===== config.mk =====
export PLATFORM = sky130hd
export DESIGN_NAME = alu_packet_parser_flat
export DESIGN_NICKNAME = d
export VERILOG_FILES = /design/src/rtl/alu_pkg.sv /design/src/rtl/alu_packet_parser_if.sv /design/src/rtl/alu_word_accum.sv /design/src/rtl/alu_packet_parser.sv /design/src/flat_wrapper.sv
export SDC_FILE = /design/constraint.sdc
export NUM_CORES = 1
export LEC_CHECK = 0
export ABC_AREA = 1
export BUFFER_PORTS_ARGS = -buffer_cell sky130_fd_sc_hd__clkbuf_2
export CAP_MARGIN = 10
export CORE_UTILIZATION = 25
export CTS_CLUSTER_SIZE = 28
export DETAILED_ROUTE_END_ITERATION = 12
export GPL_ROUTABILITY_DRIVEN = 0
export GPL_TIMING_DRIVEN = 0
export PLACE_DENSITY = 0.36
export SYNTH_ARGS = -nofsm -noshare
export SYNTH_HDL_FRONTEND = slang
export SYNTH_HIERARCHICAL = 1
export SYNTH_SLANG_ARGS = --single-unit
export TNS_END_PERCENT = 50

===== constraint.sdc =====
create_clock -name clk -period 7.7 [get_ports clk]
set_clock_uncertainty 0.05 [all_clocks]
set_input_delay 0.385 -clock clk [delete_from_list [all_inputs] [get_ports clk]]
set_output_delay 0.385 -clock clk [all_outputs]
set_load 0.1 [all_outputs]

===== src/rtl/alu_pkg.sv =====
// Shared types and constants for the UART ALU packet parser.
// Covers opcodes, parser states, header/word sizes and the length type.
package alu_pkg;

   localparam int DATA_WIDTH   = 8;
   localparam int HEADER_BYTES = 4;
   localparam int WORD_BYTES   = 4;

   typedef logic [15:0] len_t;

   typedef enum logic [7:0] {
      OP_ADD  = 8'hA0,
      OP_AND  = 8'hA1,
      OP_ECHO = 8'hEC
   } opcode_e;

   typedef enum logic [2:0] {
      S_OPCODE,
      S_RSVD,
      S_LEN_LO,
      S_LEN_HI,
      S_ECHO,
      S_ACCUM,
      S_EMIT,
      S_DROP
   } state_e;

   function automatic logic isArithOp(input logic [7:0] op);
      return (op == OP_ADD) || (op == OP_AND);
   endfunction

endpackage


===== src/rtl/alu_packet_parser_if.sv =====
// Byte-wide AXI-Stream link used on both sides of the packet parser.
interface alu_packet_parser_if;
   import alu_pkg::*;

   logic [DATA_WIDTH-1:0] tdata;
   logic                  tvalid;
   logic                  tready;

   modport master (output tdata, output tvalid, input tready);
   modport slave  (input tdata, input tvalid, output tready);

endinterface


===== src/rtl/alu_word_accum.sv =====
// Assembles payload bytes LSB first into 32-bit operands and folds them
// into an ADD or AND accumulator; exposes one result byte at a time.
module alu_word_accum
   import alu_pkg::*;
(
   input  logic       clk,
   input  logic       rst,
   input  logic       i_init,
   input  logic       i_isAnd,
   input  logic       i_clear,
   input  logic       i_byteValid,
   input  logic [7:0] i_byte,
   input  logic [1:0] i_sel,
   output logic [7:0] o_byte
);

   logic [31:0] r_op;
   logic [31:0] r_acc;
   logic [1:0]  r_byteCnt;
   logic        r_isAnd;
   logic [31:0] w_word;

   // New bytes shift in from the top, so after four bytes the first one sits in [7:0].
   assign w_word = {i_byte, r_op[31:8]};

   always_ff @(posedge clk or negedge rst) begin
      if (!rst) begin
         r_op      <= '0;
         r_acc     <= '0;
         r_byteCnt <= '0;
         r_isAnd   <= 1'b0;
      end else if (i_clear) begin
         r_op      <= '0;
         r_acc     <= '0;
         r_byteCnt <= '0;
         r_isAnd   <= 1'b0;
      end else if (i_init) begin
         r_op      <= '0;
         r_acc     <= i_isAnd ? 32'hFFFF_FFFF : 32'h0000_0000;
         r_byteCnt <= '0;
         r_isAnd   <= i_isAnd;
      end else if (i_byteValid) begin
         r_op      <= w_word;
         r_byteCnt <= r_byteCnt + 2'd1;
         if (r_byteCnt == 2'(WORD_BYTES - 1)) begin
            r_acc <= r_isAnd ? (r_acc & w_word) : (r_acc + w_word);
         end
      end
   end

   always_comb begin
      o_byte = r_acc[7:0];
      case (i_sel)
         2'd0:    o_byte = r_acc[7:0];
         2'd1:    o_byte = r_acc[15:8];
         2'd2:    o_byte = r_acc[23:16];
         default: o_byte = r_acc[31:24];
      endcase
   end

endmodule


===== src/rtl/alu_packet_parser.sv =====
// Command layer between uart_rx and uart_tx: parses framed packets and
// either echoes the payload or returns a 32-bit ADD/AND result LSB first.
module alu_packet_parser
   import alu_pkg::*;
(
   input  logic                clk,
   input  logic                rst,
   alu_packet_parser_if.slave  s_axis,
   alu_packet_parser_if.master m_axis,
   output logic                busy_o,
   output logic                err_o
);

   state_e                r_state;
   state_e                w_nextState;
   logic                  r_started;
   logic [7:0]            r_opcode;
   logic [7:0]            r_lenLo;
   len_t                  r_count;
   logic [DATA_WIDTH-1:0] r_mData;
   logic                  r_mValid;
   logic                  r_err;
   logic [1:0]            r_emitIdx;
   logic                  r_allLoaded;

   logic                  w_sReady;
   logic                  w_sHs;
   logic                  w_mHs;
   logic                  w_outFree;
   len_t                  w_len;
   len_t                  w_payload;
   logic                  w_lastByte;
   logic                  w_err;
   logic                  w_accInit;
   logic                  w_accClear;
   logic                  w_echoLoad;
   logic                  w_emitLoad;
   logic                  w_accByteValid;
   logic [7:0]            w_accByte;

   assign w_sHs      = s_axis.tvalid && w_sReady;
   assign w_mHs      = r_mValid && m_axis.tready;
   assign w_outFree  = !r_mValid || m_axis.tready;
   assign w_len      = {s_axis.tdata, r_lenLo};
   assign w_payload  = w_len - len_t'(HEADER_BYTES);
   assign w_lastByte = (r_count == 16'd1);

   assign w_echoLoad     = (r_state == S_ECHO) && w_sHs;
   assign w_accByteValid = (r_state == S_ACCUM) && w_sHs;
   assign w_emitLoad     = (r_state == S_EMIT) && !r_allLoaded && w_outFree;

   assign s_axis.tready = w_sReady;
   assign m_axis.tdata  = r_mData;
   assign m_axis.tvalid = r_mValid;
   assign busy_o        = (r_state != S_OPCODE);
   assign err_o         = r_err;

   // Holds tready low until the first edge after reset is released.
   always_ff @(posedge clk or negedge rst) begin
      if (!rst) begin
         r_started <= 1'b0;
         r_state   <= S_OPCODE;
         r_err     <= 1'b0;
      end else begin
         r_started <= 1'b1;
         r_state   <= w_nextState;
         r_err     <= w_err;
      end
   end

   always_comb begin
      w_nextState = r_state;
      w_sReady    = 1'b0;
      w_err       = 1'b0;
      w_accInit   = 1'b0;
      w_accClear  = 1'b0;
      case (r_state)
         S_OPCODE: begin
            w_sReady = r_started;
            if (w_sHs) w_nextState = S_RSVD;
         end
         S_RSVD: begin
            w_sReady = 1'b1;
            if (w_sHs) w_nextState = S_LEN_LO;
         end
         S_LEN_LO: begin
            w_sReady = 1'b1;
            if (w_sHs) w_nextState = S_LEN_HI;
         end
         S_LEN_HI: begin
            w_sReady = 1'b1;
            if (w_sHs) begin
               // Zero-length payloads skip straight past the payload states.
               if (w_len < len_t'(HEADER_BYTES)) begin
                  w_err       = 1'b1;
                  w_nextState = S_OPCODE;
               end else if (r_opcode == OP_ECHO) begin
                  w_nextState = (w_payload == '0) ? S_OPCODE : S_ECHO;
               end else if (isArithOp(r_opcode)) begin
                  w_accInit   = 1'b1;
                  w_nextState = (w_payload == '0) ? S_EMIT : S_ACCUM;
               end else begin
                  w_err       = 1'b1;
                  w_nextState = (w_payload == '0) ? S_OPCODE : S_DROP;
               end
            end
         end
         S_ECHO: begin
            w_sReady = w_outFree;
            if (w_sHs && w_lastByte) w_nextState = S_OPCODE;
         end
         S_ACCUM: begin
            w_sReady = 1'b1;
            if (w_sHs && w_lastByte) w_nextState = S_EMIT;
         end
         S_EMIT: begin
            if (r_allLoaded && w_mHs) begin
               w_accClear  = 1'b1;
               w_nextState = S_OPCODE;
            end
         end
         S_DROP: begin
            w_sReady = 1'b1;
            if (w_sHs && w_lastByte) w_nextState = S_OPCODE;
         end
         default: w_nextState = S_OPCODE;
      endcase
   end

   always_ff @(posedge clk or negedge rst) begin
      if (!rst) begin
         r_opcode <= '0;
         r_lenLo  <= '0;
         r_count  <= '0;
      end else if (w_sHs) begin
         case (r_state)
            S_OPCODE: r_opcode <= s_axis.tdata;
            S_LEN_LO: r_lenLo  <= s_axis.tdata;
            S_LEN_HI: r_count  <= (w_len < len_t'(HEADER_BYTES)) ? '0 : w_payload;
            S_ECHO, S_ACCUM, S_DROP: r_count <= r_count - 16'd1;
            default: r_count <= r_count;
         endcase
      end
   end

   // Single output register shared by echo bytes and result bytes.
   always_ff @(posedge clk or negedge rst) begin
      if (!rst) begin
         r_mData  <= '0;
         r_mValid <= 1'b0;
      end else if (w_echoLoad) begin
         r_mData  <= s_axis.tdata;
         r_mValid <= 1'b1;
      end else if (w_emitLoad) begin
         r_mData  <= w_accByte;
         r_mValid <= 1'b1;
      end else if (w_mHs) begin
         r_mValid <= 1'b0;
      end
   end

   always_ff @(posedge clk or negedge rst) begin
      if (!rst) begin
         r_emitIdx   <= '0;
         r_allLoaded <= 1'b0;
      end else if (w_accClear) begin
         r_emitIdx   <= '0;
         r_allLoaded <= 1'b0;
      end else if (w_emitLoad) begin
         r_emitIdx <= r_emitIdx + 2'd1;
         if (r_emitIdx == 2'd3) r_allLoaded <= 1'b1;
      end
   end

   alu_word_accum u_accum (
      .clk         (clk),
      .rst         (rst),
      .i_init      (w_accInit),
      .i_isAnd     (r_opcode == OP_AND),
      .i_clear     (w_accClear),
      .i_byteValid (w_accByteValid),
      .i_byte      (s_axis.tdata),
      .i_sel       (r_emitIdx),
      .o_byte      (w_accByte)
   );

endmodule


===== src/flat_wrapper.sv =====
// flat-port wrapper written by rule: the top's interface ports become plain ports
module alu_packet_parser_flat import alu_pkg::*;
  (clk, rst, busy_o, err_o, s_axis_tdata, s_axis_tvalid, s_axis_tready, m_axis_tdata, m_axis_tvalid, m_axis_tready);
  alu_packet_parser_if s_axis_i ();
  alu_packet_parser_if m_axis_i ();
  input  logic clk;
  input  logic rst;
  output logic busy_o;
  output logic err_o;
  input wire logic [$bits(s_axis_i.tdata)-1:0] s_axis_tdata;
  input wire logic [$bits(s_axis_i.tvalid)-1:0] s_axis_tvalid;
  output wire logic [$bits(s_axis_i.tready)-1:0] s_axis_tready;
  output wire logic [$bits(m_axis_i.tdata)-1:0] m_axis_tdata;
  output wire logic [$bits(m_axis_i.tvalid)-1:0] m_axis_tvalid;
  input wire logic [$bits(m_axis_i.tready)-1:0] m_axis_tready;
  assign s_axis_i.tdata = s_axis_tdata;
  assign s_axis_i.tvalid = s_axis_tvalid;
  assign s_axis_tready = s_axis_i.tready;
  assign m_axis_tdata = m_axis_i.tdata;
  assign m_axis_tvalid = m_axis_i.tvalid;
  assign m_axis_i.tready = m_axis_tready;
  alu_packet_parser u_core (.clk(clk), .rst(rst), .s_axis(s_axis_i), .m_axis(m_axis_i), .busy_o(busy_o), .err_o(err_o));
endmodule

==> results.cfg <==
[route]
wl_per_cell_um = 17.9
vias = 8201
vias_per_cell = 4.60
wirelength_um = 31800
first_pass_iters = 5
drcViolationCount = 0
ant_nets = 0
drt-initial-drc-count = 541

[die]
num_rows = 66
die_x_um = 185
core_area_sq_um = 32700
die-area_sq_um = 34200
die_y_um = 185
start_util_pct = 25.6
num_io_pins = 24

[timing]
finalCritPeriodShare_pct = 44.9
hold_viol = 0
slew_headroom_pct = 43.7
finalSetupTns_ns = 0
fmax_mhz = 289
rsz0062_at_grt = no
fin_crit_ns = 3.46
worst_pin_slew_ns = 0.845
setup_viol = 0
final_max_slew_viol_count = 0

[worst_hold_path]
min-delay-start = m_axis_tready
hold_class = input port to register

[final_layout]
antenna_cells = 0
layout-drive-gt1-share_pct = 8.36
areaGrowthSynthToFinish_pct = 12.2
design_area_sq_um = 9370
fin_nets = 1386

[synthesis]
synth.cell_area_sq_um = 8360
async_flop_share_pct = 100
yosys.area.top_type = dfrtp_1
yosysWarnings = 6
synth_flop_cell = dfrtp_1
synth-edff-count = 0
synth.top_cell.area_share_pct = 32.3
syn-instance-count = 1298
synth_most_common_cell = nand2_1
ys_types = 53
synth_common_cells = nand2_1, inv_1, nor2_1
syn-num-nets = 1350
ys_seq_area_share_pct = 32.3
postSynthAreaPerCell_sq_um = 6.44
synth-seq-cells = 108
synth.area.top_cells = dfrtp_1, nand2_1, inv_1, nor2_1, ha_1

[cts]
cts-root-buf = clkbuf_16
clk_latency_ns = 0.38
cts_tree = done
cts_resized = 0
htree_num_levels = 3
cts_hold_buf = 1
cts_buffers = 9
post_cts_buffers = 0
cts_buffer_depth = 2
clk_pin_slew_ns = 0.09
cts.sinks = 108

[critical_path]
critPathLaunch = u_core/r_lenLo[2]
cp-end-kind = register
start_kind = register
path_class = register to register
crit_fanout = 10
arrival_ns = 3.67
worstPathRequired_ns = 7.91
r2r-start = u_core/r_lenLo[2]

[pwr]
p_comb_share_pct = 63.6
power.leakage_uw = 0.00483
p_seq_share_pct = 24.9
p_per_area_nw_per_um2 = 465
ir_drop_mv = 0.153
switching_power_uw = 2440
clockPowerShare_pct = 11.6
swShare_pct = 56.1
p_int_uw = 1920

[run]
drv_cap = 0

[global_route]
grt_pass1_wl_um = 49400
track_usage_pct = 19.6
antenna_found_initial = 0
grt_max_degree = 100
grt_overflow = 0
grt_pass1_vias = 8106

[placed_design]
dp_hpwl_um = 25400
placed_area_sq_um = 9060
port-buffer-count = 23

[outcome]
status = finished clean
final timing paths:
check | depth (start not counted) | slack (ns) | end
worst max-delay path | 14 | 4.24 | u_core/u_accum/r_acc[25]
worst min-delay path | 2 | 0.17 | u_core/m_axis.tvalid
worst max register to register | 14 | 4.24 | u_core/u_accum/r_acc[25]
worst min register to register | 2 | 0.44 | u_core/r_count[5]
max in group asynchronous | 3 | 6.47 | u_core/u_accum/r_op[17]
min in group asynchronous | 2 | 0.36 | u_core/u_accum/r_acc[18]
per-stage QoR:
step           worst slack, ns  utilization [%]  hold slack, ns  power (uW)  std cells
2_1_floorplan             4.89                -          0.0394        3040       1298
3_3_place_gp              4.11             27.6           0.413        3890       1763
3_5_place_dp              4.22             27.7           0.202        3890       1764
4_1_cts                   4.20             28.7           0.151        4420       1781
5_1_grt                   4.00             28.7           0.153        4810       1781
6_report                  4.24             28.7           0.167        4360       1781
power by group through the flow:
stage / registers [uW] / logic, uW / clock network [uW]
5_1_grt: 1120 / 3150 / 542
3_3_place_gp: 1100 / 2800 / 0
6_report: 1080 / 2770 / 504
3_5_place_dp: 1100 / 2790 / 0
2_1_floorplan: 1110 / 1930 / 0
4_1_cts: 1090 / 2800 / 525
metal layers:
layer	global-route usage [%]	vias to the layer above	wire, um
met5	0	-	0
met4	6.05	0	755
met1	26.9	3847	15600
met3	2.54	27	866
li1	-	4210	-
met2	31.8	117	14600
cells in the final DEF (no fill, tap or decap), types with 13 or more instances in the layout:
cell type | synthesis | final
nand2_2 | 15 | 15
buf_2 | 13 | 13
o21ai_1 | 17 | 17
nand2_1 | 436 | 436
nor2_1 | 131 | 131
inv_1 | 177 | 177
clkbuf_2 | 0 | 22
clkbuf_1 | 15 | 15
o21ai_0 | 68 | 68
xnor2_1 | 14 | 14
dfrtp_1 | 108 | 108
nand3_1 | 78 | 78
ha_1 | 39 | 39
a21oi_1 | 70 | 70
sequential cells by signal, summed over array words and instances, names as in the netlist, 3 cells and up:
name,cells
u_core/u_accum/r_acc,32
u_core/r_opcode,8
u_core/u_accum/r_op,24
u_core/r_lenLo,8
u_core/r_state,3
u_core/m_axis.tdata,8
u_core/r_count,16
critical path, cell delays in order, from the launching register on:
cell and delay [ns]:
dfrtp_1 0.38, inv_1 0.09, ha_1 0.26, nand2_1 0.13
nor2_1 0.11, nand4_1 0.17, nand2_1 0.15, nor3_1 0.33
buf_4 0.24, nor2_4 0.07, nand2_1 0.35, clkinv_1 0.49
buf_2 0.36, nand2_1 0.08, nand2_1 0.06
logic make-up after synthesis:
| kind of cell | Yosys count | synth area share [%] |
|---|---|---|
| simple gates | 708 | 35.4 |
| buf+inv | 222 | 10.4 |
| compound gates | 202 | 14.0 |
| flops | 108 | 32.3 |
| fa+ha+maj | 40 | 6.08 |
| xor+xnor | 17 | 1.78 |
| other cells | 1 | 0.0449 |
layout make-up:
type	count	area, sq um
Clock buffer	9	225
Inverter	191	719
Timing Repair Buffer	25	161
Tap cell	442	553
Fill cell	3729	23300
Sequential cell	108	2700
Buffer	31	151
Multi-Input combinational cell	968	4780
Clock inverter	7	76.3
Power figures use the tool's default switching activity.
